$ cat src/rtl/mux4_rr_arbiter_if.sv
`default_nettype none
// ============================================================================
// Module   : mux4_rr_arbiter_if
// Brief    : Request/data/grant bundle between four requesters and the arbiter
// Revision : 1.0
// ============================================================================
interface mux4_rr_arbiter_if;
  logic [3:0] req;
  logic       i0;
  logic       i1;
  logic       i2;
  logic       i3;
  logic [3:0] gnt;
  logic       s0;
  logic       s1;
  logic       y;
  logic       valid;

  modport master (
    output req, i0, i1, i2, i3,
    input  gnt, s0, s1, y, valid
  );

  modport slave (
    input  req, i0, i1, i2, i3,
    output gnt, s0, s1, y, valid
  );
endinterface
`default_nettype wire

$ cat src/rtl/mux4_rr_arbiter.sv
`default_nettype none
// ============================================================================
// Module   : mux4_rr_arbiter
// Brief    : Round-robin 4-way arbiter with hold limit driving a shared 4:1 mux
// Revision : 1.0
// ============================================================================
module mux4_rr_arbiter #(
  parameter int MAX_HOLD = 4
) (
  input  wire logic         clk,
  input  wire logic         rst_n,
  mux4_rr_arbiter_if.slave  bus
);

  localparam logic [3:0] C_HOLD_LAST = 4'(MAX_HOLD - 1);

  typedef enum logic [0:0] {
    IDLE  = 1'b0,
    GRANT = 1'b1
  } state_t;

  state_t     r_state;
  logic [3:0] r_gnt;
  logic       r_s0;
  logic       r_s1;
  logic       r_valid;
  logic [1:0] r_ptr;
  logic [3:0] r_hcnt;

  logic [1:0] w_cur;
  logic [3:0] w_others;
  logic [1:0] w_pick_ptr;
  logic [1:0] w_pick_next;
  logic [1:0] w_win;
  logic       w_grant;
  logic       w_go_idle;
  logic       w_keep;
  logic       w_mux;

  // First set bit of r in the circular order start, start+1, start+2, start+3.
  function automatic logic [1:0] rr_pick(input logic [3:0] r, input logic [1:0] start);
    logic [1:0] idx;
    logic [1:0] win;
    logic       found;
    win   = start;
    found = 1'b0;
    for (int i = 0; i < 4; i++) begin
      idx = start + 2'(i);
      if (!found && r[idx]) begin
        win   = idx;
        found = 1'b1;
      end
    end
    return win;
  endfunction

  assign w_cur       = {r_s1, r_s0};
  assign w_others    = bus.req & ~(4'b0001 << w_cur);
  assign w_pick_ptr  = rr_pick(bus.req, r_ptr);
  assign w_pick_next = rr_pick(w_others, w_cur + 2'd1);

  always_comb begin
    w_grant   = 1'b0;
    w_go_idle = 1'b0;
    w_keep    = 1'b0;
    w_win     = w_pick_ptr;
    if (r_state == IDLE) begin
      w_grant = |bus.req;
    end else if (!bus.req[w_cur] || (r_hcnt == C_HOLD_LAST)) begin
      // Owner dropped or used up its hold budget: hand off without a bubble.
      if (|w_others) begin
        w_grant = 1'b1;
        w_win   = w_pick_next;
      end else if (!bus.req[w_cur]) begin
        w_go_idle = 1'b1;
      end else begin
        w_keep = 1'b1;
      end
    end else begin
      w_keep = 1'b1;
    end
  end

  always_ff @(posedge clk or negedge rst_n) begin
    if (!rst_n) begin
      r_state <= IDLE;
      r_gnt   <= 4'b0000;
      r_s0    <= 1'b0;
      r_s1    <= 1'b0;
      r_valid <= 1'b0;
      r_ptr   <= 2'd0;
      r_hcnt  <= 4'd0;
    end else if (w_grant) begin
      r_state <= GRANT;
      r_gnt   <= 4'b0001 << w_win;
      r_s0    <= w_win[0];
      r_s1    <= w_win[1];
      r_valid <= 1'b1;
      r_ptr   <= w_win + 2'd1;
      r_hcnt  <= 4'd0;
    end else if (w_go_idle) begin
      r_state <= IDLE;
      r_gnt   <= 4'b0000;
      r_valid <= 1'b0;
      r_hcnt  <= 4'd0;
    end else if (w_keep) begin
      // Saturate so a late competitor is served at the very next edge.
      if (r_hcnt != C_HOLD_LAST) begin
        r_hcnt <= r_hcnt + 4'd1;
      end
    end
  end

  always_comb begin
    case (w_cur)
      2'd0:    w_mux = bus.i0;
      2'd1:    w_mux = bus.i1;
      2'd2:    w_mux = bus.i2;
      default: w_mux = bus.i3;
    endcase
  end

  assign bus.gnt   = r_gnt;
  assign bus.s0    = r_s0;
  assign bus.s1    = r_s1;
  assign bus.valid = r_valid;
  assign bus.y     = r_valid & w_mux;

endmodule
`default_nettype wire

$ cat src/flat_wrapper.sv
// flat-port wrapper written by rule: the top's interface ports become plain ports
module mux4_rr_arbiter_flat 
#(
  parameter int MAX_HOLD = 4
)
  (clk, rst_n, bus_req, bus_i0, bus_i1, bus_i2, bus_i3, bus_gnt, bus_s0, bus_s1, bus_y, bus_valid);
  mux4_rr_arbiter_if bus_i ();
  input  wire logic clk;
  input  wire logic rst_n;
  input wire logic [$bits(bus_i.req)-1:0] bus_req;
  input wire logic [$bits(bus_i.i0)-1:0] bus_i0;
  input wire logic [$bits(bus_i.i1)-1:0] bus_i1;
  input wire logic [$bits(bus_i.i2)-1:0] bus_i2;
  input wire logic [$bits(bus_i.i3)-1:0] bus_i3;
  output wire logic [$bits(bus_i.gnt)-1:0] bus_gnt;
  output wire logic [$bits(bus_i.s0)-1:0] bus_s0;
  output wire logic [$bits(bus_i.s1)-1:0] bus_s1;
  output wire logic [$bits(bus_i.y)-1:0] bus_y;
  output wire logic [$bits(bus_i.valid)-1:0] bus_valid;
  assign bus_i.req = bus_req;
  assign bus_i.i0 = bus_i0;
  assign bus_i.i1 = bus_i1;
  assign bus_i.i2 = bus_i2;
  assign bus_i.i3 = bus_i3;
  assign bus_gnt = bus_i.gnt;
  assign bus_s0 = bus_i.s0;
  assign bus_s1 = bus_i.s1;
  assign bus_y = bus_i.y;
  assign bus_valid = bus_i.valid;
  mux4_rr_arbiter #(.MAX_HOLD(MAX_HOLD)) u_core (.clk(clk), .rst_n(rst_n), .bus(bus_i));
endmodule
$ cat config.mk
export PLATFORM = sky130hd
export DESIGN_NAME = mux4_rr_arbiter_flat
export DESIGN_NICKNAME = d
export VERILOG_FILES = /design/src/rtl/mux4_rr_arbiter_if.sv /design/src/rtl/mux4_rr_arbiter.sv /design/src/flat_wrapper.sv
export SDC_FILE = /design/constraint.sdc
export NUM_CORES = 1
export LEC_CHECK = 0
export CAP_MARGIN = 20
export CORE_MARGIN = 5
export CORE_UTILIZATION = 52
export CTS_BUF_LIST = sky130_fd_sc_hd__clkbuf_4 sky130_fd_sc_hd__clkbuf_8 sky130_fd_sc_hd__clkbuf_16
export DETAILED_ROUTE_END_ITERATION = 10
export GPL_TIMING_DRIVEN = 0
export PLACE_DENSITY = 0.78
export SLEW_MARGIN = 20
export SYNTH_ARGS = -nofsm -noshare
export SYNTH_HDL_FRONTEND = slang
export SYNTH_SLANG_ARGS = --single-unit
$ cat constraint.sdc
create_clock -name clk -period 4.25 [get_ports clk]
set_input_delay 0.85 -clock clk [delete_from_list [all_inputs] [get_ports clk]]
set_output_delay 0.85 -clock clk [all_outputs]
set_load 0.01 [all_outputs]
==> results.txt, run 1 <==
----------------------------------------------------
[Run status]
  Status ... complete, no violations

[GRT]
  Wire length of the first global-routing pass ... 4.478 mm
  Maximum number of pins on one net before global-route repair ... 14
  Via count of the first global-routing pass ... 1033
  GRT Overall Usage ... 17.75%
  Total overflow reported by the global router ... 0
  Number of antenna violations at the first check in global routing ... 0

[Floorplan]
  Die span in x ... 55.91 um
  Die footprint ... 3126 um2
  Die height ... 55.91 um
  I/O pin cnt ... 18
  FP Rows ... 16
  CORE AREA ... 1982 um2
  Initial standard-cell utilization of the core ... approximately 55%

[CTS]
  Setup fix buffers added after clock tree synthesis ... 0
  Clock buffers created by TritonCTS ... 3
  H-Tree Level Count ... 1
  Clock-pin slew of the registers on the worst-case setup and hold paths ... approximately 0.080 ns
  Master cell of the clock root buffer ... clkbuf_4
  Source-to-sink clock delay at the later pin of the worst-skew pair ... 0.28 ns
  Clock tree from TritonCTS ... built
  Clk buf depth ... 2
  Clock Sink Count ... 13
  Number of resized instances in the post-cts repair step ... 0
  Hold buffer count at CTS ... 0

[Worst setup path]
  Instance count on the critical path ... 11
  Worst setup path endpoint ... u_core.r_ptr[1]$_DFFE_PN0P_
  R2r worst-path depth ... 11
  Data required time of the critical path ... 4.42 ns
  Path type of the worst setup path ... flip-flop to flip-flop
  Critical path launch point type ... flip-flop
  WP data arrival ... roughly 3.7 ns
  Most frequent CP cell ... ha_1
  Critical Path Slowest Stage Cell ... or4b_1
  FF-to-FF setup slack ... roughly 0.74 ns
  Critical Path Sink Type ... flip-flop
  Reg-to-reg critical path startpoint ... u_core.bus.s0$_DFFE_PN0P_
  Crit path from ... u_core.bus.s0$_DFFE_PN0P_
  Crit Path Max Fanout ... 10
  Crit path largest cell delay ... 0.51 ns
  Sum of buffers and inverters on the critical path ... 3
  Crit-path cells ... buf_2, inv_1, ha_1, clkbuf_1, or4b_1, a211oi_1, nor3_1, a21o_1, o21a_1, ha_1, mux2_2
  Largest delay contributor family on the critical path ... compound AO/OA/AOI/OAI gates
  Endpoint of the worst-slack reg-to-reg timing path ... u_core.r_ptr[1]$_DFFE_PN0P_

[Placement]
  Count of input and output buffers ... 15
  Estimated wirelength of the detail-placed design ... 2.015 mm
  Routability Congestion ... 0.9362

[Timing]
  Worst Max-Slew Pin Slew ... 0.6282 ns
  Final total negative setup slack ... 0 ns
  Part of the cycle the worst path needs ... 82.61%
  Post-Route Hold Slack ... 0.5012 ns
  Maximum clock frequency ... 284.8 MHz
  Fin Clk Skew ... 0.0009407 ns
  Number of hold-slack violations in the final timing report ... 0
  RSZ-0062 raised after global routing ... false
  Post-layout minimum cycle time ... 3.511 ns
  Max-Slew Margin vs Limit ... between 50 and 60%
  Number of endpoints failing setup at the final stage ... 0
  Final slew viol count ... 0

[Routing]
  Number of detailed-route iterations in the first pass ... 4
  Detail-routed net length per standard cell ... about 16 um
  Detailed-route via count ... 1037
  Post-route ant nets ... 0
  Number of DRC violations after detailed-routing iteration 0 ... 33
  Residual DRC ... 0
  Routed wire length ... 2.632 mm
  Via-to-Cell Ratio ... about 6.2

[Job]
  Maxcap violations ... 0

[Synthesis]
  Number of enable flip-flop cells after synthesis ... 0
  Number of distinct library cells after synthesis ... 49
  Main flop type after synthesis ... dfrtp_1
  Number of instances in the synthesized netlist ... around 120
  Cell type with the largest total area after synthesis ... dfrtp_1
  Top cells by instance count after synthesis ... dfrtp_1 (13), ha_1 (9), nand2_1 (8)
  Top cell type's share of synthesized area ... 29.68%
  Dominant cell by count in the synthesized netlist ... dfrtp_1
  Most area-consuming cells after synthesis ... dfrtp_1 (30%), ha_1 (10%), a22o_1 (3.2%), nor2b_1 (2.9%), a21o_1 (2.7%)
  Proportion of synthesized chip area in sequential cells ... 29.68%
  Nets in the synthesized netlist ... 141
  Synth async-reset ratio ... 100.0%
  Synth Cell Area ... 1096 um2
  Mean Syn Cell Area ... 8.984 um2
  #FFs+latches synth ... 13
  Number of synthesis warnings ... 0

[Finish]
  Number of diodes added for antenna fixing ... 0
  Layout net count ... ~160
  Area delta synth->final ... 19.52%
  Proportion of layout cells with a drive suffix above 1 ... 9.929%

[Power]
  Pwr/cell area ... 804.9 nW/um2
  Worst-case vdd ir drop ... 572.0 uV
  Leakage power total ... ~0.58 nW

[Worst hold path]
  Classification of the worst-slack hold path ... flip-flop to flip-flop

----------------------------------------------------
-- metal layers --
| metal | global-route usage (%) | wire length (um) |
|---|---|---|
| met5 | 0 | 0 |
| met2 | 28.38 | 1236 |
| met1 | 23.12 | 1244 |
| met3 | 6.497 | 145 |
| met4 | 3.390 | 5 |
-- cells in the final DEF, fill, tap and decap left out, types with 2 or more instances in the layout --
cell / n
ha_1: 9
nor2b_1: 5
nor3_1: 2
o22ai_1: 3
clkbuf_4: 4
nor2_1: 7
dfrtp_1: 13
o41ai_1: 2
xor2_1: 3
nand3_1: 4
or2_1: 2
nand2b_1: 4
a21o_1: 4
clkbuf_1: 2
inv_1: 3
a22o_1: 4
o21ai_0: 5
nand4_1: 2
clkdlybuf4s50_1: 15
o21bai_1: 3
nor4_1: 3
a21oi_1: 5
a211oi_1: 2
nand2_1: 8
-- layout make-up --
class	count	area, um2
well taps	27	33.78
clock buffers	4	30.03
fillers	173	671.9
repair buffers	15	150.1
multi-input cells	100	723.2
flip-flops and latches	13	325.3
plain buffers	6	36.28
inverters	3	11.26
-- cell families after synthesis --
family | count (synthesis) | share of synthesized area [%]
simple gates | 45 | 22.83
flops | 13 | 29.68
fa+ha+maj | 9 | 10.27
buf+inv | 9 | 4.337
xor+xnor | 3 | 2.398
compound gates | 40 | 26.48
mux | 3 | 3.995
-- worst reg2reg max path, cell delays in order, from the launching register on --
cell	delay [ns]
dfrtp_1	0.47
buf_2	0.24
inv_1	0.13
ha_1	0.28
clkbuf_1	0.20
or4b_1	0.51
a211oi_1	0.45
nor3_1	0.15
a21o_1	0.24
o21a_1	0.21
ha_1	0.28
mux2_2	0.25
-- how the worst min path moves through the flow --
stage | from | to | cells after the start
4_1_cts | u_core.bus.gnt[1]$_DFFE_PN0P_ | u_core.bus.gnt[1]$_DFFE_PN0P_ | 1
3_3_place_gp | u_core.bus.gnt[0]$_DFFE_PN0P_ | u_core.bus.gnt[0]$_DFFE_PN0P_ | 1
2_1_floorplan | u_core.r_hcnt[3]$_DFFE_PN0P_ | u_core.r_hcnt[3]$_DFFE_PN0P_ | 2
6_report | u_core.bus.gnt[1]$_DFFE_PN0P_ | u_core.bus.gnt[1]$_DFFE_PN0P_ | 1
3_5_place_dp | u_core.bus.gnt[0]$_DFFE_PN0P_ | u_core.bus.gnt[0]$_DFFE_PN0P_ | 1
5_1_grt | u_core.bus.gnt[2]$_DFFE_PN0P_ | u_core.bus.gnt[2]$_DFFE_PN0P_ | 1
-- where the power goes --
part	total, W	switching (W)	internal (W)	leakage (nW)
registers	0.000236	0.0000562	0.000179	0.163
clock network	0.0000836	0.0000408	0.0000428	0.0184
logic	0.000735	0.000389	0.000346	0.401
total	0.00105	0.000486	0.000569	0.582
-- flip-flops by register name, summed over array words and instances (netlist names) --
name and flops:
u_core.r_ptr 2, u_core.bus.s0 1, u_core.r_hcnt 4, u_core.bus.gnt 4, u_core.bus.valid 1, u_core.bus.s1 1
-- stage by stage --
stage,setup WS [ns],utilization (%),std cells,power [W],cell area (um2)
floorplan,1.173,-,122,0.0007605,1096
global placement,0.6539,64.58,164,0.0009446,1280
detailed placement,0.6602,64.58,164,0.0009696,1280
CTS,0.8363,66.10,168,0.001057,1310
global route,0.6461,66.10,168,0.001156,1310
finish,0.7389,66.10,168,0.001054,1310
Note: power is estimated with default switching activity, not from simulation.
==> inputs of run 2 (changes only) <==
--- a/config.mk
+++ b/config.mk
@@ -7,11 +7,11 @@
 export LEC_CHECK = 0
 export CAP_MARGIN = 20
 export CORE_MARGIN = 5
-export CORE_UTILIZATION = 52
+export CORE_UTILIZATION = 47
 export CTS_BUF_LIST = sky130_fd_sc_hd__clkbuf_4 sky130_fd_sc_hd__clkbuf_8 sky130_fd_sc_hd__clkbuf_16
 export DETAILED_ROUTE_END_ITERATION = 10
 export GPL_TIMING_DRIVEN = 0
-export PLACE_DENSITY = 0.78
+export PLACE_DENSITY = 0.75
 export SLEW_MARGIN = 20
 export SYNTH_ARGS = -nofsm -noshare
 export SYNTH_HDL_FRONTEND = slang
==> constraint.sdc (replaced) <==
create_clock -name clk -period 3.2 [get_ports clk]
set_input_delay 0.64 -clock clk [delete_from_list [all_inputs] [get_ports clk]]
set_output_delay 0.64 -clock clk [all_outputs]
set_load 0.01 [all_outputs]
==> run 2 against run 1 <==
Compared with the run above: global-route usage down 1.3 points; utilization is 5.9 points lower; critical path depth down 1; clock power up 28%; first-iteration DRC count decreased by 27%; worst hold slack better by 0.011 ns; design area rose by 1.7%; cell count unchanged; clock-buffer cell count unchanged; die area rose by 8.7%; critical path type is now primary input to flip-flop.
==> results.txt, run 2 (synthesis gave the netlist of run 1 again) <==
----------------------------------------------------
[Worst setup path]
  Crit Path Max Fanout ... 10
  FF-to-FF setup slack ... 0.19 ns
  WP data arrival ... 3.18 ns
  Path type of the worst setup path ... primary input to flip-flop
  R2r worst-path depth ... 10
  Reg-to-reg critical path startpoint ... u_core.bus.s0$_DFFE_PN0P_
  Crit path from ... bus_req[1]
  Endpoint of the worst-slack reg-to-reg timing path ... u_core.r_ptr[1]$_DFFE_PN0P_
  Critical Path Sink Type ... flip-flop
  Critical path launch point type ... primary input
  Data required time of the critical path ... between 3 and 4 ns

[Routing]
  Via-to-Cell Ratio ... 5.994
  Residual DRC ... 0
  Number of DRC violations after detailed-routing iteration 0 ... 24
  Routed wire length ... between 2 and 3 mm
  Number of detailed-route iterations in the first pass ... 4
  Detailed-route via count ... 1007
  Detail-routed net length per standard cell ... 15.27 um
  Post-route ant nets ... 0

[Timing]
  Part of the cycle the worst path needs ... 94.57%
  Fin Clk Skew ... 0.0006886 ns
  Final slew viol count ... 0
  Number of endpoints failing setup at the final stage ... 0
  Number of hold-slack violations in the final timing report ... 0
  Post-layout minimum cycle time ... 3.026 ns
  Post-Route Hold Slack ... 0.5120 ns
  Final total negative setup slack ... 0 ns
  RSZ-0062 raised after global routing ... false
  Worst Max-Slew Pin Slew ... between 0.5 and 0.6 ns
  Maximum clock frequency ... 330.4 MHz
  Max-Slew Margin vs Limit ... between 60% and 70%

[Floorplan]
  Initial standard-cell utilization of the core ... a little under 50%
  CORE AREA ... 2212 um2
  FP Rows ... 17
  Die footprint ... 3398 um2
  Die span in x ... 58.29 um
  Die height ... 58.29 um
  I/O pin cnt ... 18

[Placement]
  Routability Congestion ... between 0.8 and 0.9
  Estimated wirelength of the detail-placed design ... 1.999 mm
  Count of input and output buffers ... 15
  Cell area reported after detailed placement ... 1281 um2

[Finish]
  Commonest non-fill, non-tap cells in the layout ... clkdlybuf4s50_1 (14), dfrtp_1 (12), nand2_1 (8), ha_1 (8), nor2_1 (7)
  Final design area excluding fillers ... 1333 um2
  Layout net count ... 160
  Area delta synth->final ... 21.58%
  Number of fill cells ... between 150 and 200
  Proportion of layout cells with a drive suffix above 1 ... around 13%
  Leading cell type in the layout, fill and taps excluded ... clkdlybuf4s50_1
  Number of diodes added for antenna fixing ... 0

[Power]
  Reg power frac ... 22.0%
  Power share of the combinational group ... 70.6%
  Clock Power Share ... 7.5%
  Sw Pwr ... between 0.0006 and 0.0007 W
  Net Sw Frac ... between 40% and 50%
  Pwr/cell area ... 1078 nW/um2
  Overall power of the completed layout ... 0.001437 W
  Int Power ... 0.0007870 W
  Leakage power total ... 0.5943 nW
  Worst-case vdd ir drop ... about 670 uV

[Worst hold path]
  Hold Path Stages ... 1
  Worst hold start ... u_core.bus.gnt[0]$_DFFE_PN0P_
  Classification of the worst-slack hold path ... flip-flop to flip-flop
  WHS Endpoint ... u_core.bus.gnt[0]$_DFFE_PN0P_

[GRT]
  Global routing usage on met2 ... 28.39%
  Met3 Usage GRT ... 2.193%
  Total overflow reported by the global router ... 0
  Via count of the first global-routing pass ... 993
  Maximum number of pins on one net before global-route repair ... 14
  Layer with the highest usage after global routing ... met2
  Wire length of the first global-routing pass ... 4.478 mm
  Met1 Usage GRT ... 22.09%
  GRT Overall Usage ... between 15 and 20%
  Number of antenna violations at the first check in global routing ... 0

[CTS]
  Clock-pin slew of the registers on the worst-case setup and hold paths ... 0.08 ns
  Source-to-sink clock delay at the later pin of the worst-skew pair ... about 0.26 ns
  Clk buf depth ... 2
  Clock tree from TritonCTS ... built
  H-Tree Level Count ... 1
  Clock Sink Count ... 13
  Master cell of the clock root buffer ... clkbuf_4
  Setup fix buffers added after clock tree synthesis ... 0
  Clock buffers created by TritonCTS ... 3

[Run status]
  Status ... complete, no violations

[Job]
  Maxcap violations ... 0

----------------------------------------------------
==> run 2: changes by cell type in the layout (fill, tap and decap cells not counted), sizes merged <==
cell	change
dlymetal6s2s	+1
clkdlybuf4s50	-1
clkbuf	-1
==> run 2: area by class of cell <==
| cell class | count | area, um2 | area share [%] |
|---|---|---|---|
| buffer | 5 | 36.28 | 2.723 |
| multi-input combinational | 100 | 740.7 | 55.59 |
| inverter | 3 | 11.26 | 0.8451 |
| sequential | 13 | 326.6 | 24.51 |
| timing repair buffer | 15 | 152.6 | 11.46 |
| clock buffer | 4 | 30.03 | 2.254 |
| tap | 28 | 35.03 | 2.629 |
==> run 2: critical path: stages <==
cell and delay, ns:
clkdlybuf4s50_1 0.48, clkbuf_2 0.22, nor2b_1 0.33, o41ai_1 0.12, or2_1 0.23, buf_6 0.14
or2_1 0.26, o21a_1 0.21, ha_1 0.29, mux2_2 0.26
==> run 2: power by group through the flow <==
stage          Clock, W  Sequential [W]  Combinational [W]
2_1_floorplan         0        0.000316           0.000694
3_3_place_gp          0        0.000309           0.000942
3_5_place_dp          0        0.000315           0.000974
4_1_cts        0.000109        0.000312           0.000993
5_1_grt        0.000119        0.000329            0.00113
6_report       0.000107        0.000316            0.00101
==> run 2: what timing repair did <==
item	CTS	global route
hold buffers	0	0
resized for setup	2	6
setup endpoints to repair	2	1
cloned	0	0
pin swaps	0	0
==> run 2: metrics by stage <==
| stage | utilization (%) | setup WS [ns] | instances |
|---|---|---|---|
| finish | 60.24 | 0.1736 | 168 |
| global placement | 57.92 | -0.2164 | 165 |
| CTS | 59.45 | 0.03065 | 168 |
| floorplan | - | 0.1227 | 122 |
| global route | 60.24 | 0.05739 | 168 |
| detailed placement | 57.92 | -0.2446 | 165 |
==> run 2: worst max path at each step <==
stage / cells past startpoint / endpoint / slack [ns]
floorplan: 11 / u_core.r_ptr[1]$_DFFE_PN0P_ / 0.12
global placement: 10 / u_core.r_ptr[1]$_DFFE_PN0P_ / -0.22
detailed placement: 10 / u_core.r_ptr[1]$_DFFE_PN0P_ / -0.24
CTS: 10 / u_core.r_ptr[1]$_DFFE_PN0P_ / 0.03
global route: 10 / u_core.r_ptr[1]$_DFFE_PN0P_ / 0.06
finish: 10 / u_core.r_ptr[1]$_DFFE_PN0P_ / 0.17
==> run 2: routing by layer <==
layer | part of all wire (%) | up-vias | wire length, um
met1 | 46 | 478 | 1190
met5 | 0 | - | 0
li1 | - | 494 | -
met3 | 4.4 | 2 | 114
met4 | 0.39 | 0 | 10
met2 | 49 | 33 | 1250
